==> src/rtl/rtc_edit_ctrl_pkg.sv <==
// Purpose: shared field indices, BCD range constants, FSM states and
//          field pack/unpack helpers for the RTC edit controller.
// Latency: n/a (declarations only). Backpressure: n/a.
package rtc_edit_ctrl_pkg;

  typedef enum logic [1:0] {
    ST_IDLE = 2'd0,
    ST_EDIT = 2'd1,
    ST_WAIT = 2'd2
  } state_t;

  // Field indices; field i lives at bits [8*i +: 8] of the packed BCD buses.
  localparam logic [2:0] F_SEG  = 3'd0;
  localparam logic [2:0] F_MIN  = 3'd1;
  localparam logic [2:0] F_HORA = 3'd2;
  localparam logic [2:0] F_DIA  = 3'd3;
  localparam logic [2:0] F_MES  = 3'd4;
  localparam logic [2:0] F_ANO  = 3'd5;

  localparam logic [2:0] CUR_LAST_CLK = 3'd5;
  localparam logic [2:0] CUR_LAST_TMR = 3'd2;

  localparam logic [7:0] BCD_00   = 8'h00;
  localparam logic [7:0] BCD_01   = 8'h01;
  localparam logic [7:0] SEG_MAX  = 8'h59;
  localparam logic [7:0] HORA_MAX = 8'h23;
  localparam logic [7:0] MES_MAX  = 8'h12;
  localparam logic [7:0] ANO_MAX  = 8'h99;

  function automatic logic [7:0] field_get(input logic [47:0] v, input logic [2:0] idx);
    logic [7:0] f;
    case (idx)
      F_SEG:   f = v[7:0];
      F_MIN:   f = v[15:8];
      F_HORA:  f = v[23:16];
      F_DIA:   f = v[31:24];
      F_MES:   f = v[39:32];
      default: f = v[47:40];
    endcase
    return f;
  endfunction

  function automatic logic [47:0] field_set(input logic [47:0] v, input logic [2:0] idx,
                                            input logic [7:0] f);
    logic [47:0] r;
    r = v;
    case (idx)
      F_SEG:   r[7:0]   = f;
      F_MIN:   r[15:8]  = f;
      F_HORA:  r[23:16] = f;
      F_DIA:   r[31:24] = f;
      F_MES:   r[39:32] = f;
      default: r[47:40] = f;
    endcase
    return r;
  endfunction

  // Last day of the month in BCD. Leap years are simply years divisible by 4
  // (two-digit year, 2000-2099 window).
  function automatic logic [7:0] dmax_of(input logic [7:0] mes, input logic [7:0] ano);
    logic [7:0] ano_bin;
    logic [7:0] d;
    ano_bin = ({4'd0, ano[7:4]} * 8'd10) + {4'd0, ano[3:0]};
    case (mes)
      8'h04, 8'h06, 8'h09, 8'h11: d = 8'h30;
      8'h02:                      d = (ano_bin[1:0] == 2'b00) ? 8'h29 : 8'h28;
      default:                    d = 8'h31;
    endcase
    return d;
  endfunction

endpackage

==> src/rtl/bcd_field_step.sv <==
// Purpose: steps one 2-digit BCD field up or down with wrap inside [min,max].
// Latency: combinational. Backpressure: none.
// Ports: val/min/max BCD bytes, up/dn step requests (up wins), next = result.
//        An out-of-range or non-BCD val is forced to min on any step.
module bcd_field_step (
  input  logic [7:0] val,
  input  logic [7:0] min,
  input  logic [7:0] max,
  input  logic       up,
  input  logic       dn,
  output logic [7:0] next
);

  logic       valid;
  logic [7:0] inc;
  logic [7:0] dec;

  always_comb begin
    // Byte compares equal numeric compares once both nibbles are <= 9.
    valid = (val[7:4] <= 4'd9) && (val[3:0] <= 4'd9) && (val >= min) && (val <= max);
    inc   = (val[3:0] == 4'd9) ? {val[7:4] + 4'd1, 4'd0} : {val[7:4], val[3:0] + 4'd1};
    dec   = (val[3:0] == 4'd0) ? {val[7:4] - 4'd1, 4'd9} : {val[7:4], val[3:0] - 4'd1};
    next  = val;
    if (up || dn) begin
      if (!valid)
        next = min;
      else if (up)
        next = (val == max) ? min : inc;
      else
        next = (val == min) ? max : dec;
    end
  end

endmodule

==> src/rtl/rtc_edit_ctrl.sv <==
// Purpose: button FSM for editing RTC clock/date or timer fields and committing
//          them to the RTC write FSM; also drives the VGA mux selects.
// Latency: 1 cycle from button pulse to registered outputs.
// Backpressure: none on buttons; commit holds in WAIT until wr_done or timeout.
// Ports: clk/reset (sync, active-high); btn_* one-cycle pulses; rtc_*_bcd live
//        values; wr_done write ack; En_Escr/En_clock mux selects; usu_*_bcd user
//        values; cursor field index; wr_req/wr_err one-cycle pulses.
module rtc_edit_ctrl
  import rtc_edit_ctrl_pkg::*;
#(
  parameter int TIMEOUT_CYC = 200_000,
  parameter int TW          = 18
) (
  input  logic        clk,
  input  logic        reset,
  input  logic        btn_edit,
  input  logic        btn_mode,
  input  logic        btn_up,
  input  logic        btn_down,
  input  logic        btn_left,
  input  logic        btn_right,
  input  logic [47:0] rtc_clk_bcd,
  input  logic [23:0] rtc_tmr_bcd,
  input  logic        wr_done,
  output logic        En_Escr,
  output logic        En_clock,
  output logic [47:0] usu_clk_bcd,
  output logic [23:0] usu_tmr_bcd,
  output logic [2:0]  cursor,
  output logic        wr_req,
  output logic        wr_err
);

  localparam logic [TW-1:0] TMO_LAST = TW'(TIMEOUT_CYC - 1);

  state_t        state;
  logic [TW-1:0] tmo_cnt;

  logic [7:0]  fval, fmin, fmax, fnext, dmax_cur, dmax_new;
  logic [47:0] clk_step, clk_edit;
  logic [23:0] tmr_edit;
  logic [2:0]  cur_last;

  // Selected field and its legal range; one stepper serves every field.
  always_comb begin
    dmax_cur = dmax_of(usu_clk_bcd[39:32], usu_clk_bcd[47:40]);
    fval     = En_clock ? field_get(usu_clk_bcd, cursor) : field_get({24'h0, usu_tmr_bcd}, cursor);
    fmin     = BCD_00;
    fmax     = ANO_MAX;
    case (cursor)
      F_SEG, F_MIN: fmax = SEG_MAX;
      F_HORA:       fmax = HORA_MAX;
      F_DIA: begin
        fmin = BCD_01;
        fmax = dmax_cur;
      end
      F_MES: begin
        fmin = BCD_01;
        fmax = MES_MAX;
      end
      default:      fmax = ANO_MAX;
    endcase
  end

  bcd_field_step u_step (
    .val  (fval),
    .min  (fmin),
    .max  (fmax),
    .up   (btn_up),
    .dn   (btn_down & ~btn_up),
    .next (fnext)
  );

  // Write-back images. A month/year change re-evaluates the month length
  // with the new values and pulls the day down if it no longer fits.
  always_comb begin
    clk_step = field_set(usu_clk_bcd, cursor, fnext);
    dmax_new = dmax_of(clk_step[39:32], clk_step[47:40]);
    clk_edit = clk_step;
    if (((cursor == F_MES) || (cursor == F_ANO)) && (clk_step[31:24] > dmax_new))
      clk_edit[31:24] = dmax_new;

    tmr_edit = usu_tmr_bcd;
    case (cursor)
      F_SEG:   tmr_edit[7:0]   = fnext;
      F_MIN:   tmr_edit[15:8]  = fnext;
      default: tmr_edit[23:16] = fnext;
    endcase

    cur_last = En_clock ? CUR_LAST_CLK : CUR_LAST_TMR;
  end

  always_ff @(posedge clk) begin
    if (reset) begin
      state       <= ST_IDLE;
      En_Escr     <= 1'b0;
      En_clock    <= 1'b1;
      cursor      <= 3'd0;
      wr_req      <= 1'b0;
      wr_err      <= 1'b0;
      usu_clk_bcd <= '0;
      usu_tmr_bcd <= '0;
      tmo_cnt     <= '0;
    end else begin
      wr_req <= 1'b0;
      wr_err <= 1'b0;
      case (state)
        ST_IDLE: begin
          if (btn_edit) begin
            usu_clk_bcd <= rtc_clk_bcd;
            usu_tmr_bcd <= rtc_tmr_bcd;
            cursor      <= 3'd0;
            En_Escr     <= 1'b1;
            state       <= ST_EDIT;
          end else if (btn_mode) begin
            En_clock <= ~En_clock;
          end
        end
        ST_EDIT: begin
          if (btn_edit) begin
            wr_req  <= 1'b1;
            tmo_cnt <= '0;
            state   <= ST_WAIT;
          end else if (btn_mode) begin
            En_Escr <= 1'b0;
            state   <= ST_IDLE;
          end else if (btn_up || btn_down) begin
            if (En_clock)
              usu_clk_bcd <= clk_edit;
            else
              usu_tmr_bcd <= tmr_edit;
          end else if (btn_left) begin
            cursor <= (cursor == cur_last) ? 3'd0 : cursor + 3'd1;
          end else if (btn_right) begin
            cursor <= (cursor == 3'd0) ? cur_last : cursor - 3'd1;
          end
        end
        ST_WAIT: begin
          // wr_done on the terminal-count cycle wins over the timeout.
          if (wr_done) begin
            En_Escr <= 1'b0;
            state   <= ST_IDLE;
          end else if (tmo_cnt == TMO_LAST) begin
            wr_err  <= 1'b1;
            En_Escr <= 1'b0;
            state   <= ST_IDLE;
          end else begin
            tmo_cnt <= tmo_cnt + 1'b1;
          end
        end
        default: begin
          En_Escr <= 1'b0;
          state   <= ST_IDLE;
        end
      endcase
    end
  end

endmodule

==> config.mk <==
export PLATFORM = sky130hd
export DESIGN_NAME = rtc_edit_ctrl
export DESIGN_NICKNAME = d
export VERILOG_FILES = /design/src/rtl/rtc_edit_ctrl_pkg.sv /design/src/rtl/bcd_field_step.sv /design/src/rtl/rtc_edit_ctrl.sv
export SDC_FILE = /design/constraint.sdc
export NUM_CORES = 1
export LEC_CHECK = 0
export ABC_AREA = 1
export BUFFER_PORTS_ARGS = -buffer_cell sky130_fd_sc_hd__buf_2
export CAP_MARGIN = 20
export CORE_MARGIN = 2
export CORE_UTILIZATION = 60
export CTS_CLUSTER_SIZE = 28
export DETAILED_ROUTE_END_ITERATION = 7
export GPL_ROUTABILITY_DRIVEN = 0
export PLACE_DENSITY = 0.87
export SYNTH_ARGS = -nofsm -noshare
export SYNTH_HDL_FRONTEND = slang
export SYNTH_HIERARCHICAL = 1
export SYNTH_SLANG_ARGS = --single-unit
==> constraint.sdc <==
create_clock -name clk -period 9 [get_ports clk]
set_clock_uncertainty 0.15 [all_clocks]
set_input_delay 1.35 -clock clk [delete_from_list [all_inputs] [get_ports clk]]
set_output_delay 1.35 -clock clk [all_outputs]
set_load 0.01 [all_outputs]
==> results of run 1 <==
-- metal layers --
layer  share of wire (%)  routed length (µm)  global-route usage [%]
met1                  40                9823                   48.26
met2                  44               10710                   55.31
met3                  11                2675                   8.645
met4                 4.9                1194                   19.84
met5                   0                   0                       0
-- critical path, delay by kind of cell, from the launching register on --
kind / cells / cell delay (ns)
simple gates: 27 / 2.69
compound gates: 3 / 1.00
fa+ha+maj: 3 / 1.39
flops: 1 / 0.52
buf+inv: 5 / 0.81
-- per-stage QoR --
| stage | cells | util (%) | area (µm²) | hold slack, ns |
|---|---|---|---|---|
| 2_1_floorplan | 1187 | - | 7406 | 0.3228 |
| 3_3_place_gp | 1449 | 67.73 | 8135 | 0.3049 |
| 3_5_place_dp | 1449 | 67.73 | 8135 | 0.3131 |
| 4_1_cts | 1465 | 70.44 | 8461 | 0.3243 |
| 5_1_grt | 1465 | 70.44 | 8461 | 0.3499 |
| 6_report | 1465 | 70.44 | 8461 | 0.3193 |
-- layout by cell type (no fill, tap or decap), drive strengths merged, types with 2 or more instances in the layout --
cell type	instances
a211oi	3
a21oi	80
a221oi	4
a22o	4
a31oi	29
buf	167
bufinv	2
clkbuf	11
clkinv	7
conb	12
dfxtp	99
ha	29
inv	135
nand2	356
nand3	93
nand3b	4
nand4	16
nor2	78
nor3	18
nor4	2
o2111ai	5
o211a	15
o211ai	6
o21ai	122
o22ai	7
o31ai	3
xor2	8
-- logic make-up after synthesis --
group / synth area share, %
AO/OA/AOI/OAI: 22.31
buffers and inverters: 11.37
XOR/XNOR: 0.9514
flip-flops: 26.91
AND/OR/NAND/NOR: 33.49
adder cells (fa/ha/maj): 4.927
other: 0.05092
-- registers in the layout, summed over array words and instances, names as in the netlist --
signal / cells
usu_clk_bcd: 48
En_clock: 1
tmo_cnt: 18
wr_req: 1
state: 2
cursor: 3
usu_tmr_bcd: 24
En_Escr: 1
wr_err: 1
-- how the worst max path moves through the flow --
stage / start / endpoint / cells past startpoint
2_1_floorplan: cursor[0]$_SDFFE_PP0P_ / usu_clk_bcd[24]$_SDFFE_PP0P_ / 43
3_3_place_gp: cursor[2]$_SDFFE_PP0P_ / usu_clk_bcd[27]$_SDFFE_PP0P_ / 38
3_5_place_dp: cursor[2]$_SDFFE_PP0P_ / usu_clk_bcd[24]$_SDFFE_PP0P_ / 39
4_1_cts: cursor[2]$_SDFFE_PP0P_ / usu_clk_bcd[29]$_SDFFE_PP0P_ / 37
5_1_grt: cursor[2]$_SDFFE_PP0P_ / usu_clk_bcd[29]$_SDFFE_PP0P_ / 37
6_report: cursor[2]$_SDFFE_PP0P_ / usu_clk_bcd[27]$_SDFFE_PP0P_ / 38
-- power breakdown --
part           switching (mW)  total (mW)  internal (mW)
logic                   0.910        1.35          0.443
registers               0.107       0.646          0.539
clock network           0.175       0.428          0.253
total                    1.19        2.43           1.23
-- final cells by class --
class	count	area [µm²]
clock buffers	11	242.7
clock inverters	5	82.58
multi-input cells	897	4587
flip-flops and latches	99	1982
well taps	147	183.9
fillers	1059	3551
repair buffers	167	855.8
inverters	139	526.8
==> impl_metrics.json, run 1 <==
{
  "end_kind": "register",
  "total_power_mw": 2.426,
  "num_antenna_cells": 0,
  "p_leak_nw": 4.251,
  "synth_most_common_cell": "nand2_1",
  "yosys_warnings": 6,
  "r2r_start": "cursor[2]$_SDFFE_PP0P_",
  "rows": 40,
  "clock_sinks": 99,
  "syn_inst": 1176,
  "avgViaCountPerCell": 5.995,
  "period_needed_ns": 6.663,
  "crit_slowest_cell": "o22ai_1",
  "path_common_cell": "nand2_1",
  "dieArea_um2": 13180,
  "clk-insertion-delay-late_ns": 0.35,
  "p_per_area_nw_per_um2": 286.7,
  "hpwl_um": 17890,
  "via_count": 8783,
  "layout-drive-gt1-share_pct": 17.75,
  "fmax_mhz": 150.1,
  "rrSetupSlack_ns": 2.34,
  "ios": 160,
  "cts_setup_buffers": 0,
  "critical_path.max_fanout": 26,
  "tightest_slew_ns": 0.9856,
  "hold_depth": 2,
  "setup-violations-final": 0,
  "grt_pass1_wl_um": 38230,
  "pre_cts_ws_ns": 2.596,
  "worstPathRequired_ns": 9.13,
  "maxSlewViolCount": 0,
  "fin_crit_sh_pct": 74.03,
  "yosys-top-cells-area": "dfxtp_1, nand2_1, o21ai_0",
  "nNetsFinal": 1423,
  "synthFlopType": "dfxtp_1",
  "design.core.area_um2": 12010,
  "hold_path_class": "reg -> reg",
  "slowest_delay_ns": 0.76,
  "crit_arrival_ns": 6.79,
  "hp-start": "En_Escr$_SDFFE_PP0P_",
  "synth_top_area_share_pct": 26.91,
  "drt_first_pass_iters": 5,
  "worst_setup_path_start_kind": "register",
  "drt_wl_total_um": 24400,
  "portBuffers": 159,
  "layout_setup_ws_ns": 2.337,
  "path_class": "reg -> reg",
  "r2r_end": "usu_clk_bcd[27]$_SDFFE_PP0P_",
  "grt_pass1_vias": 7762,
  "drt_iter0_markers": 1070,
  "grt_overflow": 0,
  "rsz0062_at_grt": "false",
  "initial_core_util_pct": 61.31,
  "ant_nets": 0,
  "grt_usage_pct": 36.51,
  "final.setup.tns_ns": 0,
  "synth_top_area_cell": "dfxtp_1",
  "synth_edf_count": 0,
  "ir_drop_mv": 0.1713,
  "fp.dieH_um": 114.8,
  "route.detailed.drc": 0,
  "finalHoldViolCount": 0,
  "syn_to_final_growth_pct": 14.88,
  "cts.path.max_buffers": 2,
  "reg2reg_depth": 38,
  "hold_end": "En_Escr$_SDFFE_PP0P_",
  "grt_max_degree": 84,
  "seq_area_frac_synth_pct": 26.91,
  "cts_tree": "done",
  "syn-mean-instance-area_um2": 6.262,
  "clk_pin_slew_ns": 0.07,
  "postCtsHoldBufs": 0,
  "wl_per_cell_um": 16.66,
  "antenna_found_initial": 0,
  "status": "complete, no violations",
  "htree_levels": 3,
  "die_w_um": 114.8,
  "async_reset_ff_share_pct": 0,
  "max_cap_violations": 0,
  "cts.root.buffer_cell": "clkbuf_16",
  "max_slew_margin_pct": 34.30,
  "cts_resized": 0,
  "netlist_area_um2": 7365,
  "cts_buffers": 9,
  "yosys-top-cells-count": "nand2_1, inv_1, o21ai_0",
  "synth_cell_types": 47,
  "ys_seq_elements": 99
}
(Power assumes the default switching activity.)
==> inputs of run 2 (changes only) <==
--- a/config.mk
+++ b/config.mk
@@ -9,11 +9,11 @@
 export BUFFER_PORTS_ARGS = -buffer_cell sky130_fd_sc_hd__buf_2
 export CAP_MARGIN = 20
 export CORE_MARGIN = 2
-export CORE_UTILIZATION = 60
+export CORE_UTILIZATION = 56
 export CTS_CLUSTER_SIZE = 28
 export DETAILED_ROUTE_END_ITERATION = 7
 export GPL_ROUTABILITY_DRIVEN = 0
-export PLACE_DENSITY = 0.87
+export PLACE_DENSITY = 0.82
 export SYNTH_ARGS = -nofsm -noshare
 export SYNTH_HDL_FRONTEND = slang
 export SYNTH_HIERARCHICAL = 1
==> constraint.sdc (replaced) <==
create_clock -name clk -period 6.5 [get_ports clk]
set_clock_uncertainty 0.15 [all_clocks]
set_input_delay 0.975 -clock clk [delete_from_list [all_inputs] [get_ports clk]]
set_output_delay 0.975 -clock clk [all_outputs]
set_load 0.01 [all_outputs]
==> run 2 against run 1 <==
  * Sequential share of layout area is 0.18 points lower
  * Global-route usage is 1.9 points lower
  * Final cell count rose by 2.0%
  * Sequential power increased by 37%
  * Worst hold slack better by 0.0094 ns
  * Non-clock buffer count increased by 7
  * Combinational power rose by 40%
==> impl_metrics.json, run 2 (same netlist as run 1, synthesis figures left out) <==
{
  "status": "complete, no violations",
  "largest_register_ffs": 48,
  "p_leak_nw": 4.274,
  "critical_path.max_fanout": 13,
  "wl_per_cell_um": 16.51,
  "rsz0062_at_grt": "false",
  "via_count": 8719,
  "crit_slowest_cell": "dfxtp_1",
  "fill_cells": 1250,
  "tightest_slew_ns": 0.7117,
  "cts.root.buffer_cell": "clkbuf_16",
  "cts_tree": "done",
  "grt_max_degree": 74,
  "register_area_um2": 1982,
  "stdcell_area_um2": 8526,
  "grt_pass1_wl_um": 39500,
  "cts.path.max_buffers": 2,
  "path_class": "reg -> reg",
  "die_w_um": 118.7,
  "rows": 41,
  "fin_crit_sh_pct": 88.74,
  "clock_sinks": 99,
  "nNetsFinal": 1430,
  "crit_arrival_ns": 5.91,
  "place_inst": 1481,
  "postCtsHoldBufs": 0,
  "finalHoldViolCount": 0,
  "htree_levels": 3,
  "top_register": "usu_clk_bcd",
  "end_kind": "register",
  "rrSetupSlack_ns": 0.73,
  "final_common_cell": "nand2_1",
  "hpwl_um": 18500,
  "grt_pass1_vias": 7897,
  "dieArea_um2": 14080,
  "holdWs_ns": 0.3287,
  "setup-violations-final": 0,
  "hold_end": "usu_clk_bcd[9]$_SDFFE_PP0P_",
  "postPlaceCellArea_um2": 8219,
  "worst_setup_path_start_kind": "register",
  "p_per_area_nw_per_um2": 390.8,
  "reg_top3": "usu_clk_bcd: 48 flops, usu_tmr_bcd: 24 flops, tmo_cnt: 18 flops",
  "path_common_cell": "nand2_1",
  "design.core.area_um2": 12720,
  "route.detailed.drc": 0,
  "fmax_mhz": 173.4,
  "grt_overflow": 0,
  "clk_pin_slew_ns": 0.08,
  "r2r_start": "cursor[0]$_SDFFE_PP0P_",
  "drt_wl_total_um": 24690,
  "drt_first_pass_iters": 6,
  "multiInputGateArea_um2": 4596,
  "drt_iter0_markers": 1044,
  "cts_setup_buffers": 0,
  "syn_to_final_growth_pct": 15.77,
  "portBuffers": 159,
  "layout-drive-gt1-share_pct": 18.29,
  "clk-insertion-delay-late_ns": 0.36,
  "reg2reg_depth": 41,
  "r2r_end": "usu_clk_bcd[24]$_SDFFE_PP0P_",
  "grt_usage_pct": 34.59,
  "instances_no_fill": 1495,
  "ant_nets": 0,
  "avgViaCountPerCell": 5.832,
  "worstPathRequired_ns": 6.64,
  "num_antenna_cells": 0,
  "period_needed_ns": 5.768,
  "max_slew_margin_pct": 52.38,
  "cts_buffers": 9,
  "ios": 160,
  "initial_core_util_pct": 57.89,
  "slowest_delay_ns": 0.43,
  "maxSlewViolCount": 0,
  "final.setup.tns_ns": 0,
  "hold_depth": 2,
  "ir_drop_mv": 0.2134,
  "fp.dieH_um": 118.7,
  "layout_common_cells": "nand2_1, buf_2, inv_1",
  "max_cap_violations": 0,
  "antenna_found_initial": 0,
  "hold_path_class": "reg -> reg",
  "total_power_mw": 3.332,
  "hp-start": "usu_clk_bcd[9]$_SDFFE_PP0P_"
}
## run 2: cell types whose count changed in the layout (fill, tap and decap cells not counted), sizes merged
cell	before	now
buf	167	174
bufinv	2	1
clkbuf	11	10
## run 2: worst max path at each step
stage | startpoint | endpoint | slack (ns) | depth (start not counted)
floorplan | cursor[0]$_SDFFE_PP0P_ | usu_clk_bcd[24]$_SDFFE_PP0P_ | 1.48 | 43
CTS | cursor[0]$_SDFFE_PP0P_ | usu_clk_bcd[24]$_SDFFE_PP0P_ | 0.51 | 36
detailed placement | cursor[0]$_SDFFE_PP0P_ | usu_clk_bcd[24]$_SDFFE_PP0P_ | 0.55 | 36
finish | cursor[0]$_SDFFE_PP0P_ | usu_clk_bcd[24]$_SDFFE_PP0P_ | 0.73 | 41
global route | cursor[0]$_SDFFE_PP0P_ | usu_clk_bcd[24]$_SDFFE_PP0P_ | 0.07 | 39
global placement | cursor[0]$_SDFFE_PP0P_ | usu_clk_bcd[27]$_SDFFE_PP0P_ | 0.76 | 38
## run 2: cell type report
class / count / share of cell area (%)
Multi-Input combinational cell: 897 / 53.90
Sequential cell: 99 / 23.25
Timing Repair Buffer: 174 / 10.65
Inverter: 139 / 6.178
Clock buffer: 10 / 2.803
Tap cell: 172 / 2.524
Clock inverter: 4 / 0.6898
## run 2: critical path, delay by kind of cell, from the launching register on
| family | cells | cell delay (ns) |
|---|---|---|
| AOI/OAI and AO/OA | 4 | 0.52 |
| adders and majority gates | 3 | 0.79 |
| buffers and inverters | 8 | 1.21 |
| DFF | 1 | 0.43 |
| and+or+nand+nor | 26 | 2.60 |
## run 2: power by group
part | internal, mW | switching [mW] | total, mW
Clock | 0.310 | 0.250 | 0.559
Combinational | 0.628 | 1.26 | 1.89
Sequential | 0.746 | 0.139 | 0.885
Total | 1.68 | 1.65 | 3.33
## run 2: routing by layer
layer  up-vias  wire length, µm  global-route usage, %
met3        85             2808                  9.653
met1      3940             9939                  44.83
met4         0             1000                  15.03
met5         -                0                      0
met2       508            10940                  53.63
li1       4186                -                      -
## run 2: what timing repair did
item | CTS | global route
endpoints found under the hold margin | 0 | 0
setup endpoints to repair | 0 | 8
gates resized for setup | 0 | 2
## run 2: through the flow
step                util [%]  setup slack [ns]
detailed placement     64.60            0.5496
global placement       64.60            0.7568
floorplan                  -             1.481
global route           67.01           0.07028
CTS                    66.95            0.5124
finish                 67.01            0.7322
